<file path="src/rtl/tx_packet_ctrl_pkg.sv">
// tx_pkg: shared PID/SYNC constants, packet-kind and controller state types
package tx_pkg;
  localparam logic [7:0] SYNC      = 8'h80;
  localparam logic [7:0] PID_ACK   = 8'hD2;
  localparam logic [7:0] PID_NAK   = 8'h5A;
  localparam logic [7:0] PID_STALL = 8'h1E;
  localparam logic [7:0] PID_DATA0 = 8'hC3;
  localparam logic [7:0] PID_DATA1 = 8'h4B;
  typedef enum logic [1:0] {PT_ACK, PT_NAK, PT_STALL, PT_DATA} pkt_t;
  typedef enum logic [3:0] {
    IDLE, LOAD_SYNC, WAIT_SYNC, WAIT_PID, LOAD_DATA, WAIT_DATA,
    CRC1, CRC2, EOP1, EOP2, EOP_IDLE
  } state_t;
  function automatic logic [7:0] pid_of(pkt_t t, logic tog);
    return t == PT_ACK ? PID_ACK : t == PT_NAK ? PID_NAK :
           t == PT_STALL ? PID_STALL : tog ? PID_DATA1 : PID_DATA0;
  endfunction
endpackage

</file>
<file path="src/rtl/tx_packet_ctrl_if.sv">
// tx_packet_ctrl_if: request/byte-transmitter bus of the packet controller
// master: requester side (drives send_req, pkt_type, payload_len, byte_done, ack_rcvd, clear_toggle)
// slave:  controller side (drives tx_byte, strobes, busy, pkt_done)
interface tx_packet_ctrl_if import tx_pkg::*; #(parameter int CNT_W = 7);
  logic             send_req;
  pkt_t             pkt_type;
  logic [CNT_W-1:0] payload_len;
  logic             byte_done;
  logic             ack_rcvd;
  logic             clear_toggle;
  logic [7:0]       tx_byte;
  logic             load_en;
  logic             select;
  logic             fifo_r_enable;
  logic             calc_crc;
  logic             send_crc;
  logic             eop;
  logic             eop_new_bit;
  logic             busy;
  logic             pkt_done;
  modport master (
    output send_req, pkt_type, payload_len, byte_done, ack_rcvd, clear_toggle,
    input  tx_byte, load_en, select, fifo_r_enable, calc_crc, send_crc,
           eop, eop_new_bit, busy, pkt_done
  );
  modport slave (
    input  send_req, pkt_type, payload_len, byte_done, ack_rcvd, clear_toggle,
    output tx_byte, load_en, select, fifo_r_enable, calc_crc, send_crc,
           eop, eop_new_bit, busy, pkt_done
  );
endinterface

</file>
<file path="src/rtl/tx_packet_ctrl_counter.sv">
// payload_counter: payload byte down-counter plus DATA0/DATA1 toggle
// i_load/i_len load the counter, i_dec decrements; i_clear/i_ack drive the toggle, i_hold freezes it
// o_last: counter == 1, o_more: counter > 1, o_toggle: current data toggle
module payload_counter #(parameter int CNT_W = 7) (
  input  logic             clk,
  input  logic             n_rst,
  input  logic             i_load,
  input  logic             i_dec,
  input  logic             i_clear,
  input  logic             i_ack,
  input  logic             i_hold,
  input  logic [CNT_W-1:0] i_len,
  output logic             o_last,
  output logic             o_more,
  output logic             o_toggle
);
  logic [CNT_W-1:0] r_cnt;
  logic             r_toggle;
  always_ff @(posedge clk or negedge n_rst)
    if (!n_rst) begin
      r_cnt    <= '0;
      r_toggle <= 1'b0;
    end else begin
      r_cnt    <= i_load ? i_len : i_dec ? r_cnt - 1'b1 : r_cnt;
      r_toggle <= i_hold ? r_toggle : i_clear ? 1'b0 : i_ack ? ~r_toggle : r_toggle;
    end
  assign o_last   = r_cnt == CNT_W'(1);
  assign o_more   = r_cnt > CNT_W'(1);
  assign o_toggle = r_toggle;
endmodule

</file>
<file path="src/rtl/tx_packet_ctrl.sv">
// tx_packet_ctrl: sequences SYNC, PID, payload, CRC16 and EOP for one USB packet
// clk/n_rst plain ports; everything else on bus (tx_packet_ctrl_if.slave)
module tx_packet_ctrl import tx_pkg::*; #(
  parameter int MAX_PAYLOAD = 64,
  parameter int CNT_W       = $clog2(MAX_PAYLOAD + 1)
) (
  input  logic            clk,
  input  logic            n_rst,
  tx_packet_ctrl_if.slave bus
);
  localparam logic [CNT_W-1:0] MAX_LEN = CNT_W'(MAX_PAYLOAD);
  state_t           r_state;
  pkt_t             r_type;
  logic [CNT_W-1:0] r_len;
  logic w_data, w_bd, w_start, w_last, w_more, w_toggle;
  assign w_data  = r_type == PT_DATA;
  assign w_bd    = bus.byte_done;
  // PID byte finished on a non-empty DATA packet: first payload byte enters the CRC now
  assign w_start = r_state == WAIT_PID && w_data && w_bd && r_len != '0;
  payload_counter #(.CNT_W(CNT_W)) u_cnt (
    .clk      (clk),
    .n_rst    (n_rst),
    .i_load   (w_start),
    .i_dec    (r_state == WAIT_DATA && w_bd),
    .i_clear  (bus.clear_toggle),
    .i_ack    (bus.ack_rcvd),
    .i_hold   (r_state == WAIT_SYNC && w_data),
    .i_len    (r_len),
    .o_last   (w_last),
    .o_more   (w_more),
    .o_toggle (w_toggle)
  );
  always_ff @(posedge clk or negedge n_rst)
    if (!n_rst) begin
      r_state <= IDLE;
      r_type  <= PT_ACK;
      r_len   <= '0;
    end else begin
      case (r_state)
        IDLE: if (bus.send_req) begin
          r_state <= LOAD_SYNC;
          r_type  <= bus.pkt_type;
          r_len   <= bus.payload_len > MAX_LEN ? MAX_LEN : bus.payload_len;
        end
        LOAD_SYNC: r_state <= WAIT_SYNC;
        WAIT_SYNC: if (w_bd) r_state <= WAIT_PID;
        WAIT_PID:  if (w_bd) r_state <= !w_data ? EOP1 : r_len != '0 ? LOAD_DATA : CRC1;
        LOAD_DATA: r_state <= WAIT_DATA;
        WAIT_DATA: if (w_bd) r_state <= w_last ? CRC1 : LOAD_DATA;
        CRC1:      if (w_bd) r_state <= CRC2;
        CRC2:      if (w_bd) r_state <= EOP1;
        EOP1:      r_state <= EOP2;
        EOP2:      r_state <= EOP_IDLE;
        EOP_IDLE:  r_state <= IDLE;
        default:   r_state <= IDLE;
      endcase
    end
  assign bus.tx_byte       = r_state inside {WAIT_SYNC, WAIT_PID} ? pid_of(r_type, w_toggle) : SYNC;
  assign bus.load_en       = r_state == LOAD_SYNC;
  assign bus.select        = !(r_state inside {LOAD_DATA, WAIT_DATA, CRC1, CRC2, EOP1, EOP2} ||
                               (r_state == WAIT_PID && w_data));
  // the last payload byte is not pre-read: it is already waiting in the transmitter
  assign bus.fifo_r_enable = r_state == LOAD_DATA && w_more;
  assign bus.calc_crc      = r_state == LOAD_DATA || w_start ||
                             (r_state == WAIT_DATA && !(w_bd && w_last));
  assign bus.send_crc      = r_state == CRC1 || (r_state == CRC2 && !w_bd);
  assign bus.eop           = r_state inside {EOP1, EOP2};
  assign bus.eop_new_bit   = r_state inside {EOP1, EOP2};
  // illegal encodings fall outside this range and look like IDLE
  assign bus.busy          = r_state inside {[LOAD_SYNC:EOP_IDLE]};
  assign bus.pkt_done      = r_state == EOP_IDLE;
endmodule

</file>
<file path="src/flat_wrapper.sv">
// flat-port wrapper written by rule: the top's interface ports become plain ports
module tx_packet_ctrl_flat import tx_pkg::*;
#(
  parameter int MAX_PAYLOAD = 64,
  parameter int CNT_W       = $clog2(MAX_PAYLOAD + 1)
)
  (clk, n_rst, bus_send_req, bus_pkt_type, bus_payload_len, bus_byte_done, bus_ack_rcvd, bus_clear_toggle, bus_tx_byte, bus_load_en, bus_select, bus_fifo_r_enable, bus_calc_crc, bus_send_crc, bus_eop, bus_eop_new_bit, bus_busy, bus_pkt_done);
  tx_packet_ctrl_if #(.CNT_W(CNT_W)) bus_i ();
  input  logic clk;
  input  logic n_rst;
  input wire logic [$bits(bus_i.send_req)-1:0] bus_send_req;
  input wire logic [$bits(bus_i.pkt_type)-1:0] bus_pkt_type;
  input wire logic [$bits(bus_i.payload_len)-1:0] bus_payload_len;
  input wire logic [$bits(bus_i.byte_done)-1:0] bus_byte_done;
  input wire logic [$bits(bus_i.ack_rcvd)-1:0] bus_ack_rcvd;
  input wire logic [$bits(bus_i.clear_toggle)-1:0] bus_clear_toggle;
  output wire logic [$bits(bus_i.tx_byte)-1:0] bus_tx_byte;
  output wire logic [$bits(bus_i.load_en)-1:0] bus_load_en;
  output wire logic [$bits(bus_i.select)-1:0] bus_select;
  output wire logic [$bits(bus_i.fifo_r_enable)-1:0] bus_fifo_r_enable;
  output wire logic [$bits(bus_i.calc_crc)-1:0] bus_calc_crc;
  output wire logic [$bits(bus_i.send_crc)-1:0] bus_send_crc;
  output wire logic [$bits(bus_i.eop)-1:0] bus_eop;
  output wire logic [$bits(bus_i.eop_new_bit)-1:0] bus_eop_new_bit;
  output wire logic [$bits(bus_i.busy)-1:0] bus_busy;
  output wire logic [$bits(bus_i.pkt_done)-1:0] bus_pkt_done;
  assign bus_i.send_req = bus_send_req;
  assign bus_i.pkt_type = bus_pkt_type;
  assign bus_i.payload_len = bus_payload_len;
  assign bus_i.byte_done = bus_byte_done;
  assign bus_i.ack_rcvd = bus_ack_rcvd;
  assign bus_i.clear_toggle = bus_clear_toggle;
  assign bus_tx_byte = bus_i.tx_byte;
  assign bus_load_en = bus_i.load_en;
  assign bus_select = bus_i.select;
  assign bus_fifo_r_enable = bus_i.fifo_r_enable;
  assign bus_calc_crc = bus_i.calc_crc;
  assign bus_send_crc = bus_i.send_crc;
  assign bus_eop = bus_i.eop;
  assign bus_eop_new_bit = bus_i.eop_new_bit;
  assign bus_busy = bus_i.busy;
  assign bus_pkt_done = bus_i.pkt_done;
  tx_packet_ctrl #(.MAX_PAYLOAD(MAX_PAYLOAD), .CNT_W(CNT_W)) u_core (.clk(clk), .n_rst(n_rst), .bus(bus_i));
endmodule
</file>
<file path="config.mk">
export PLATFORM = sky130hd
export DESIGN_NAME = tx_packet_ctrl_flat
export DESIGN_NICKNAME = d
export VERILOG_FILES = /design/src/rtl/tx_packet_ctrl_pkg.sv /design/src/rtl/tx_packet_ctrl_if.sv /design/src/rtl/tx_packet_ctrl_counter.sv /design/src/rtl/tx_packet_ctrl.sv /design/src/flat_wrapper.sv
export SDC_FILE = /design/constraint.sdc
export NUM_CORES = 1
export LEC_CHECK = 0
export CORE_UTILIZATION = 30
export CTS_BUF_LIST = sky130_fd_sc_hd__clkbuf_8
export DETAILED_ROUTE_END_ITERATION = 7
export PLACE_DENSITY = 0.51
export SLEW_MARGIN = 10
export SYNTH_ARGS = -nofsm -noshare
export SYNTH_HDL_FRONTEND = slang
export SYNTH_SLANG_ARGS = --single-unit
</file>
<file path="constraint.sdc">
create_clock -name clk -period 3.15 [get_ports clk]
set_clock_uncertainty 0.05 [all_clocks]
set_input_delay 0.4725 -clock clk [delete_from_list [all_inputs] [get_ports clk]]
set_output_delay 0.4725 -clock clk [all_outputs]
set_load 0.02 [all_outputs]
</file>
# After elaboration in Yosys (flattened, before gate mapping)
# Cells that the tools add are included.
[totals] reg_bits=21 in_bits=15 output_inout_bits=17 wordCells=80
[classes] muxes=20 eq_ne=20 reduce_logical=28 order_cmp=4 bitwise=2 n_addsub=1
[op_table] cell="$mux 8" count=5
[op_table] cell="$pmux 4 s10" count=1
[op_table] cell="$mux 4" count=7
[op_table] cell="$mux 7" count=3
[op_table] cell="$eq 4x3->1 const B" count=4
[op_table] cell="$eq 4x4->1 const B" count=3
[op_table] cell="$ne 2x2->1 const B" count=6
[op_table] cell="$logic_and 1x1->1" count=10
[op_table] cell="$eq 4x2->1 const B" count=2
[op_table] cell="$reduce_bool 2->1" count=4
[op_table] cell="$eq 7x1->1 const B" count=1
[op_table] cell="$gt 7x1->1 const B" count=1
[op_table] cell="$gt 7x7->1 const B" count=1
[op_table] cell="$reduce_bool 7->1" count=1
[op_table] cell="$sub 7x1->7 const B" count=1
[op_table] cell="$reduce_and 6->1" count=1
[op_table] cell="$reduce_bool 6->1" count=1
[op_table] cell="$eq 2x2->1 const B" count=2
[op_table] cell="$eq 4x1->1 const B" count=1
[op_table] cell="$ge 4x1->1 const B" count=1
[op_table] cell="$le 4x4->1 const B" count=1
[op_table] cell="$logic_not 4->1" count=1
[op_table] cell="$logic_or 1x1->1" count=4
[op_table] cell="$mux 2" count=2
[op_table] cell="6 further kinds" count=11

# Depth between registers and ports, before layout
# Gate-level depths: netlist of the first run.
[logic_depth] word_depth=6 mapped_depth=6 mapped_depth_nobuf=6

# By module
# A second synthesis of the first run with hierarchy kept.
[hier_totals] cells_unflattened=162 hier_area_um2=1343.8
[modules_own_cells] module="tx_packet_ctrl" cells_per_inst=107 seq_area_each_um2=325.3 area_per_inst_um2=875.8 instances=1
[modules_own_cells] module="payload_counter" cells_per_inst=55 seq_area_each_um2=200.2 area_per_inst_um2=467.9 instances=1

# Worst setup path after synthesis of the first run
# No wires, ideal clock.
[synth_timing] path_type="register to output" from="reg u_core.u_cnt.r_cnt[3]" to="out bus_calc_crc" setup_slack_ns=0.985 required_ns=2.627 path_buffers=0 path_stages_with_launch=5 t_arrival_ns=1.643 cell_sequence="dfrtp_1 -> or4_1 -> or3b_1 -> o211ai_1 -> nand2_1"
[synth_via] elab_chain_cells=5
[synth_rtl] element="start: declaration" line="tx_packet_ctrl_counter.sv:17" source="logic [CNT_W-1:0] r_cnt;"
[synth_rtl] element="start signal: assignment" line="tx_packet_ctrl_counter.sv:24" source="r_cnt <= i_load ? i_len : i_dec ? r_cnt - 1'b1 : r_cnt;"
[synth_rtl] element="$eq 7x1->1" line="tx_packet_ctrl_counter.sv:27" source="assign o_last = r_cnt == CNT_W'(1);"
[synth_rtl] element="$logic_and 1x1->1" line="tx_packet_ctrl.sv:65" source="(r_state == WAIT_DATA && !(w_bd && w_last));"
[synth_rtl] element="$logic_not 1->1" line="tx_packet_ctrl.sv:65"
[synth_rtl] element="$logic_and 1x1->1" line="tx_packet_ctrl.sv:65"
[synth_rtl] element="$logic_or 1x1->1" line="tx_packet_ctrl.sv:64" source="assign bus.calc_crc = r_state == LOAD_DATA || w_start ||"
[synth_rtl] element="end: declaration" line="flat_wrapper.sv:21" source="output wire logic [$bits(bus_i.calc_crc)-1:0] bus_calc_crc;"
# No other way between the ends.

# Worst setup path in the final report of the first run
# Ends and elaborated chain as after synthesis.

==> results of run 1 <==
==> path summary, 6_finish.rpt <==
| path | slack, ns | cells after the start | endpoint | start |
|---|---|---|---|---|
| setup / recovery | 0.18 | 5 | bus_calc_crc | u_core.u_cnt.r_cnt[3] |
| hold / removal | 0.47 | 1 | u_core.u_cnt.r_cnt[6] | u_core.u_cnt.r_cnt[6] |
| setup reg to reg | 1.13 | 4 | u_core.r_state[1] | u_core.u_cnt.r_cnt[3] |
| hold reg to reg | 0.47 | 1 | u_core.u_cnt.r_cnt[6] | u_core.u_cnt.r_cnt[6] |
| max in group asynchronous | 1.76 | 1 | u_core.r_len[4] | n_rst |
| min in group asynchronous | 0.70 | 1 | u_core.r_state[1] | n_rst |
==> power breakdown <==
group          switching [uW]  internal [uW]
registers                 175            382
clock network            87.4           86.9
logic                     468            434
==> cells by family (layout without fill, tap and decap cells) <==
kind of cell / count (synthesis) / after routing / synth area share
buf+inv: 15 / 42 / 0.04923
fa+ha+maj: 2 / 2 / 0.01930
other cells: 1 / 1 / 0.002893
simple gates: 78 / 78 / 0.3253
compound gates: 35 / 35 / 0.1718
flops: 21 / 21 / 0.4054
mux: 3 / 3 / 0.02606
==> critical path, cell delays in order (launching register included) <==
cell             delay (ns)
dfrtp_1                0.43
or4_1                  0.56
or3b_1                 0.41
o211ai_1               0.18
nand2_1                0.07
clkdlybuf4s50_1        0.54
==> metrics by stage <==
stage            util  setup slack [ns]  instance area [um^2]
2_1_floorplan       -            0.9846                  1296
3_3_place_gp   0.3996            0.4827                  1633
3_5_place_dp   0.3996            0.4568                  1633
4_1_cts        0.4106            0.1594                  1678
5_1_grt        0.4106           0.07962                  1678
6_report       0.4106            0.1774                  1678
==> synth_stat cells (all sizes together), types with 2 or more instances <==
cell    count  area, um^2
mux2        3       33.78
nor2b       2       12.51
and2        2       12.51
nor2       12       45.04
and4bb      2       25.02
a221o       2       20.02
or3         5       31.28
a21oi       6       30.03
o211ai      6       45.04
nand3       5       25.02
inv         6       22.52
buf         2       15.01
ha          2       25.02
and3        4       25.02
nor3        4       20.02
dfrtp      21       525.5
nand2b      9       56.30
nand2      22       82.58
or4         2       15.01
nand3b      2       15.01
clkbuf      7       26.28
o21ai      13       65.06
==> cell type report <==
cell class                      count  area [um^2]  area share
Tap cell                           50        62.56     0.03729
Clock buffer                        3        41.29     0.02461
Multi-Input combinational cell    119        706.9      0.4213
Sequential cell                    21        525.5      0.3132
Clock inverter                      1        3.754    0.002237
Inverter                            6        22.52     0.01342
Timing Repair Buffer               32        315.3      0.1879
==> registers in the layout (all words and copies together), names as in the netlist <==
signal / count
u_core.r_state: 4
u_core.u_cnt.r_cnt: 7
u_core.r_len: 7
u_core.u_cnt.o_toggle: 1
u_core.r_type: 2
==> per-layer routing <==
metal	GRT usage	vias to the layer above	wire length, um
li1	-	607	-
met3	0.02534	4	145
met4	0.05585	0	40
met2	0.2475	35	1474
met1	0.2105	580	1536
met5	0	-	0
==> out/metrics.csv, run 1 <==
stage,metric,value,unit
worst_setup_path,startpoint_type,register,
final_layout,layout_common_cells,"30 x clkdlybuf4s50_1, 22 x nand2_1, 21 x dfrtp_1",
synth,synth_area_per_cell,8.363,um^2
pwr,p_leak,0.0007041,uW
global_route,grt_pass1_wl,5319,um
synth,async_flop_share,1.000,
routing,first_pass_iters,4,
placed_design,place.gp.congestion,0.7914,
global_route,grt_overflow_total,0,
clocking,htree_levels,1,
synth,ys_seq_area_frac,0.4054,
global_route,antenna_found_initial,0,
sta,whs,0.4669,ns
worst_setup_path,crit_path_max_fanout,6,
routing,drc_errors,0,
synth,yosys_warnings,0,
routing,wl_per_cell,13.78,um
global_route,grt_pass1_vias,1117,
sta,rsz0062_at_grt,false,
routing,vias,1226,
final_layout,drive_above_1_share,0.05495,
routing,drt_iter0_markers,94,
floorplanning,die_y,67.73,um
final_layout,n_antenna_cell,0,
sta,setup_viol,0,
pwr,finalPower,1634,uW
synth,syn-num-nets,172,
routing,drtAntennaViolNets,0,
clocking,cts_resized,0,
sta,final.period_utilization,0.9437,
clocking,post-cts-setup-buffers,0,
clocking,clkTransAtPathRegs,0.07,ns
worst_setup_path,cp_data_arrival_time,2.45,ns
clocking,holdBufCountCts,0,
run_status,status,"complete, no violations",
worst_setup_path,worstSetupPathType,reg -> out,
sta,finalMaxSlewViolations,0,
final_layout,nNetsFinal,200,
final_layout,stdcell_count,232,
floorplanning,die_w,67.73,um
clocking,numCtsBuffers,3,
final_layout,mostFrequentLayoutCell,clkdlybuf4s50_1,
synth,synthCells,155,
clocking,cts_root_buffer,clkbuf_8,
routing,routed_via_density,5.284,
sta,hold_violations,0,
clocking,numClockSinks,21,
worst_setup_path,required,2.63,ns
hold_path,min_path_type,reg -> reg,
clocking,clock_latency,0.26,ns
placed_design,dp_hpwl,2423,um
pwr,ir_worst_vdd,281.0,uV
floorplanning,rows,23,
floorplanning,die-area,4587,um^2
synth,ys_ff_latch,21,
floorplanning,core_area,4086,um^2
floorplanning,start_util,0.3172,
placed_design,dp_cells,228,
global_route,grt_use_total,0.1558,
routing,wl,3198,um
worst_setup_path,endpoint_kind,output pin,
placed_design,port-buffer-count,30,
floorplanning,io_pins,32,
clocking,tritoncts,yes,
final_layout,fillers,420,
global_route,grt_max_degree,22,
synth,syn_area,1296,um^2
clocking,clk_path_buf_depth,2,
synth,synth-main-ff-cell,dfrtp_1,
pwr,cellPowerDensity,974.1,nW/um^2
flow_run,cap_violations,0,
sta,slew_headroom,0.3493,
sta,max_freq,336.4,MHz
synth,synth_edf_count,0,
sta,tightest_slew,0.9730,ns
synth,synth_cell_types,41,
final_layout,area_growth_syn_to_layout,29.44,%
sta,setup_total_negative_slack,0,ns
sta,period_minus_slack,2.973,ns
Note: power is estimated with default switching activity, not from simulation.
==> run 2, diff against run 1 <==
--- a/config.mk
+++ b/config.mk
@@ -6,7 +6,7 @@
 export NUM_CORES = 1
 export LEC_CHECK = 0
 export CORE_UTILIZATION = 30
-export CTS_BUF_LIST = sky130_fd_sc_hd__clkbuf_8
+export CTS_BUF_LIST = sky130_fd_sc_hd__clkbuf_16
 export DETAILED_ROUTE_END_ITERATION = 7
 export PLACE_DENSITY = 0.51
 export SLEW_MARGIN = 10
==> out/metrics.csv, run 2 (synthesis results as in run 1) <==
stage,metric,value,unit
run_status,status,"complete, no violations",
pwr,internal-power,986.5,uW
pwr,p_switching,736.5,uW
clocking,tritoncts,yes,
worst_setup_path,critPathBufInv,1,
routing,routed_via_density,5.259,
worst_setup_path,cp_slowest_cell,or4_1,
clocking,numCtsBuffers,3,
routing,drc_errors,0,
final_layout,drive_above_1_share,0.05495,
global_route,grt_overflow_total,0,
pwr,clkPwrFrac,0.152,
pwr,seqPwrFrac,0.325,
routing,wl_per_cell,13.78,um
floorplanning,core_area,4086,um^2
final_layout,area_growth_syn_to_layout,32.05,%
sta,setup_viol,0,
sta,tightest_slew,0.9726,ns
clocking,clkTransAtPathRegs,0.06,ns
sta,hold_violations,0,
pwr,cellPowerDensity,1007,nW/um^2
final_layout,fin_util,0.4189,
sta,setup_total_negative_slack,0,ns
placed_design,place.gp.congestion,0.7914,
worst_setup_path,cp_data_arrival_time,2.43,ns
pwr,ir_worst_vdd,308.6,uV
hold_path,min_path_type,reg -> reg,
worst_setup_path,worstSetupPathType,reg -> out,
placed_design,port-buffer-count,30,
sta,slew_headroom,0.3496,
clocking,numClockSinks,21,
floorplanning,start_util,0.3172,
clocking,post-cts-setup-buffers,0,
final_layout,n_antenna_cell,0,
final_layout,nNetsFinal,200,
pwr,sw_frac_of_total,0.4274,
global_route,grt_use_total,0.1541,
pwr,p_leak,0.0007195,uW
global_route,grt_max_degree,22,
final_layout,largestRegisters,"u_core.r_len (7), u_core.u_cnt.r_cnt (7), u_core.r_state (4)",
global_route,grt_pass1_wl,5292,um
sta,rsz0062_at_grt,false,
global_route,antenna_found_initial,0,
sta,period_minus_slack,2.956,ns
sta,max_freq,338.3,MHz
worst_setup_path,startpoint_type,register,
floorplanning,die_y,67.73,um
worst_setup_path,crit_path_max_fanout,6,
worst_setup_path,cp_top_family,simple AND/OR/NAND/NOR gates,
final_layout,layout_common_cells,"30 x clkdlybuf4s50_1, 22 x nand2_1, 21 x dfrtp_1",
clocking,clock_latency,0.25,ns
clocking,htree_levels,1,
worst_setup_path,endpoint_kind,output pin,
worst_setup_path,cpPeakStageDelay,0.56,ns
routing,drt_iter0_markers,91,
floorplanning,io_pins,32,
routing,vias,1220,
final_layout,mostFrequentLayoutCell,clkdlybuf4s50_1,
floorplanning,die_w,67.73,um
routing,first_pass_iters,4,
worst_setup_path,required,2.63,ns
pwr,pwr-share-comb,0.524,
floorplanning,rows,23,
flow_run,cap_violations,0,
clocking,cts_resized,0,
clocking,clk_path_buf_depth,2,
routing,drtAntennaViolNets,0,
clocking,holdBufCountCts,0,
clocking,cts_root_buffer,clkbuf_16,
placed_design,dp_hpwl,2423,um
routing,wl,3196,um
sta,finalMaxSlewViolations,0,
global_route,grt_pass1_vias,1110,
sta,final.period_utilization,0.9383,
floorplanning,die-area,4587,um^2
worst_setup_path,cp_cell_sequence,"or4_1, or3b_1, o211ai_1, nand2_1, clkdlybuf4s50_1",
==> run 2: path summary, 6_finish.rpt <==
kind                            slack (ns)                     to  cells after the start                  start
worst max-delay path                  0.19           bus_calc_crc                      5  u_core.u_cnt.r_cnt[3]
worst min-delay path                  0.47        u_core.r_len[4]                      2        u_core.r_len[4]
worst max register to register        1.13      u_core.r_state[1]                      4  u_core.u_cnt.r_cnt[3]
worst min register to register        0.47        u_core.r_len[4]                      2        u_core.r_len[4]
max in group asynchronous             1.75        u_core.r_len[4]                      1                  n_rst
min in group asynchronous             0.71  u_core.u_cnt.r_cnt[1]                      1                  n_rst
==> run 2: tightest hold or removal path: stages, from the launching register on <==
cell     delay (ns)
dfrtp_1        0.36
nand2_1        0.05
o21ai_1        0.06
==> run 2: layout make-up <==
cell class	count	area, um^2
repair buffers	32	315.3
clock buffers	3	75.07
clock inverters	1	3.754
multi-input cells	119	706.9
flip-flops and latches	21	525.5
inverters	6	22.52
well taps	50	62.56
fillers	414	2375
==> run 2: metrics by stage <==
step | power, uW | hold slack [ns] | worst slack [ns] | cell area [um^2] | std cells
floorplan | 1135 | 0.1269 | 0.9846 | 1296 | 155
global placement | 1463 | 0.4492 | 0.4827 | 1633 | 228
detailed placement | 1472 | 0.4518 | 0.4568 | 1633 | 228
CTS | 1743 | 0.4650 | 0.1779 | 1712 | 232
global route | 1874 | 0.4911 | 0.1098 | 1712 | 232
finish | 1723 | 0.4652 | 0.1943 | 1712 | 232
==> run 2: power by group through the flow <==
stage	combinational [uW]	clock, uW	sequential (uW)
after detailed placement	911	0	562
after floorplan	655	0	480
final	903	261	559
after CTS	913	273	557
after global placement	906	0	557
after global routing	1000	287	586
==> run 2: routing by layer <==
layer  wire length (um)  vias to the layer above  share of wire  global-route usage
met4                 36                        0          0.011             0.05585
met1               1533                      574           0.48              0.2053
met2               1469                       37           0.46              0.2450
li1                   -                      605              -                   -
met5                  0                        -              0                   0
met3                156                        4          0.049             0.02872
==> run 3, diff against run 2 <==
--- a/config.mk
+++ b/config.mk
@@ -5,10 +5,10 @@
 export SDC_FILE = /design/constraint.sdc
 export NUM_CORES = 1
 export LEC_CHECK = 0
-export CORE_UTILIZATION = 30
+export CORE_UTILIZATION = 52
 export CTS_BUF_LIST = sky130_fd_sc_hd__clkbuf_16
 export DETAILED_ROUTE_END_ITERATION = 7
-export PLACE_DENSITY = 0.51
+export PLACE_DENSITY = 0.82
 export SLEW_MARGIN = 10
 export SYNTH_ARGS = -nofsm -noshare
 export SYNTH_HDL_FRONTEND = slang
==> out/metrics.csv, run 3 (synthesis results as in run 1) <==
stage,metric,value,unit
sta,slew_headroom,0.3831,
worst_setup_path,startpoint_type,register,
clocking,numCtsBuffers,3,
floorplanning,die_w,51.93,um
final_layout,mostFrequentLayoutCell,clkdlybuf4s50_1,
clocking,clkTransAtPathRegs,0.06,ns
worst_setup_path,reg2reg_slack,1.17,ns
pwr,p_leak,0.0007140,uW
clocking,cts_root_buffer,clkbuf_16,
worst_setup_path,timing.rr.end,u_core.r_state[1],
sta,max_freq,338.2,MHz
global_route,antenna_found_initial,0,
clocking,tritoncts,yes,
final_layout,fillers,169,
routing,drc_errors,0,
run_status,status,"complete, no violations",
final_layout,n_antenna_cell,0,
hold_path,whs_endpoint,u_core.r_len[4],
global_route,grt_use_total,0.2542,
clocking,post-cts-setup-buffers,0,
pwr,cellPowerDensity,1030,nW/um^2
sta,hold_violations,0,
placed_design,dp_hpwl,2133,um
flow_run,cap_violations,0,
routing,wl,2926,um
final_layout,drive_above_1_share,0.05525,
routing,routed_via_density,5.900,
floorplanning,core_area,2276,um^2
clocking,numClockSinks,21,
clocking,clock_latency,0.25,ns
sta,period_minus_slack,2.957,ns
floorplanning,start_util,0.5695,
global_route,grt_pass1_wl,5064,um
final_layout,fin_util,0.7372,
worst_setup_path,endpoint_kind,output pin,
final_layout,nNetsFinal,199,
sta,setup_viol,0,
floorplanning,io_pins,32,
sta,rsz0062_at_grt,false,
pwr,ir_worst_vdd,852.2,uV
worst_setup_path,rr_worst_depth,4,
routing,vias,1233,
hold_path,min_path_cells,2,
final_layout,area_growth_syn_to_layout,29.44,%
routing,first_pass_iters,4,
floorplanning,die_y,51.93,um
hold_path,hold_start,u_core.r_len[4],
sta,finalMaxSlewViolations,0,
worst_setup_path,crit_path_max_fanout,6,
floorplanning,die-area,2696,um^2
clocking,htree_levels,1,
sta,tightest_slew,0.9224,ns
worst_setup_path,worstSetupPathType,reg -> out,
global_route,grt_max_degree,22,
sta,setup_total_negative_slack,0,ns
clocking,cts_resized,0,
global_route,grt_pass1_vias,1127,
placed_design,port-buffer-count,30,
sta,final.period_utilization,0.9388,
worst_setup_path,required,2.63,ns
clocking,holdBufCountCts,0,
final_layout,layout_common_cells,"30 x clkdlybuf4s50_1, 22 x nand2_1, 21 x dfrtp_1",
global_route,grt_overflow_total,0,
routing,drt_iter0_markers,48,
hold_path,min_path_type,reg -> reg,
floorplanning,rows,17,
routing,drtAntennaViolNets,0,
worst_setup_path,regToRegStartpoint,u_core.u_cnt.r_cnt[3],
routing,wl_per_cell,14.00,um
final_layout,largestRegisters,"u_core.r_len (7), u_core.u_cnt.r_cnt (7), u_core.r_state (4)",
worst_setup_path,cp_data_arrival_time,2.43,ns
placed_design,place.gp.congestion,0.8785,
clocking,clk_path_buf_depth,2,
run 3: worst max-delay path, cell delays in order (launching register included):
cell             delay [ns]
dfrtp_1                0.42
or4_1                  0.54
or3b_1                 0.41
o211ai_1               0.18
nand2_1                0.07
clkdlybuf4s50_1        0.55
run 3: power by group:
part | switching (uW) | internal (uW) | total, uW
Clock | 101 | 171 | 272
Sequential | 161 | 383 | 544
Combinational | 479 | 434 | 912
run 3: how the worst max path moves through the flow:
stage / start / to / depth (start not counted)
final: u_core.u_cnt.r_cnt[3] / bus_calc_crc / 5
after detailed placement: bus_byte_done / bus_calc_crc / 5
after global placement: bus_byte_done / bus_calc_crc / 5
after CTS: u_core.u_cnt.r_cnt[3] / bus_calc_crc / 5
after global routing: u_core.u_cnt.r_cnt[3] / bus_calc_crc / 5
after floorplan: u_core.u_cnt.r_cnt[3] / bus_calc_crc / 4
run 3: through the flow:
step	std cells	power, uW	hold WS (ns)	cell area, um^2	setup WS [ns]
floorplan	155	1135	0.1269	1296	0.9846
CTS	209	1731	0.4646	1678	0.1945
finish	209	1728	0.4611	1678	0.1928
detailed placement	205	1453	0.4501	1598	0.4108
global route	209	1870	0.4957	1678	0.04620
global placement	205	1426	0.4399	1598	0.4304
run 3: layout make-up:
class / count / area, um^2 / area share
Sequential cell: 21 / 525.5 / 0.3132
Inverter: 6 / 22.52 / 0.01342
Clock buffer: 3 / 75.07 / 0.04474
Tap cell: 28 / 35.03 / 0.02088
Timing Repair Buffer: 31 / 307.8 / 0.1834
Clock inverter: 1 / 5.005 / 0.002983
Multi-Input combinational cell: 119 / 706.9 / 0.4213
run 3: per-layer routing:
metal	track usage	wire length, um	vias up
met3	0.03801	126	7
met5	0	0	-
met1	0.3352	1363	575
met2	0.3953	1371	44
met4	0.1396	64	0
li1	-	-	607
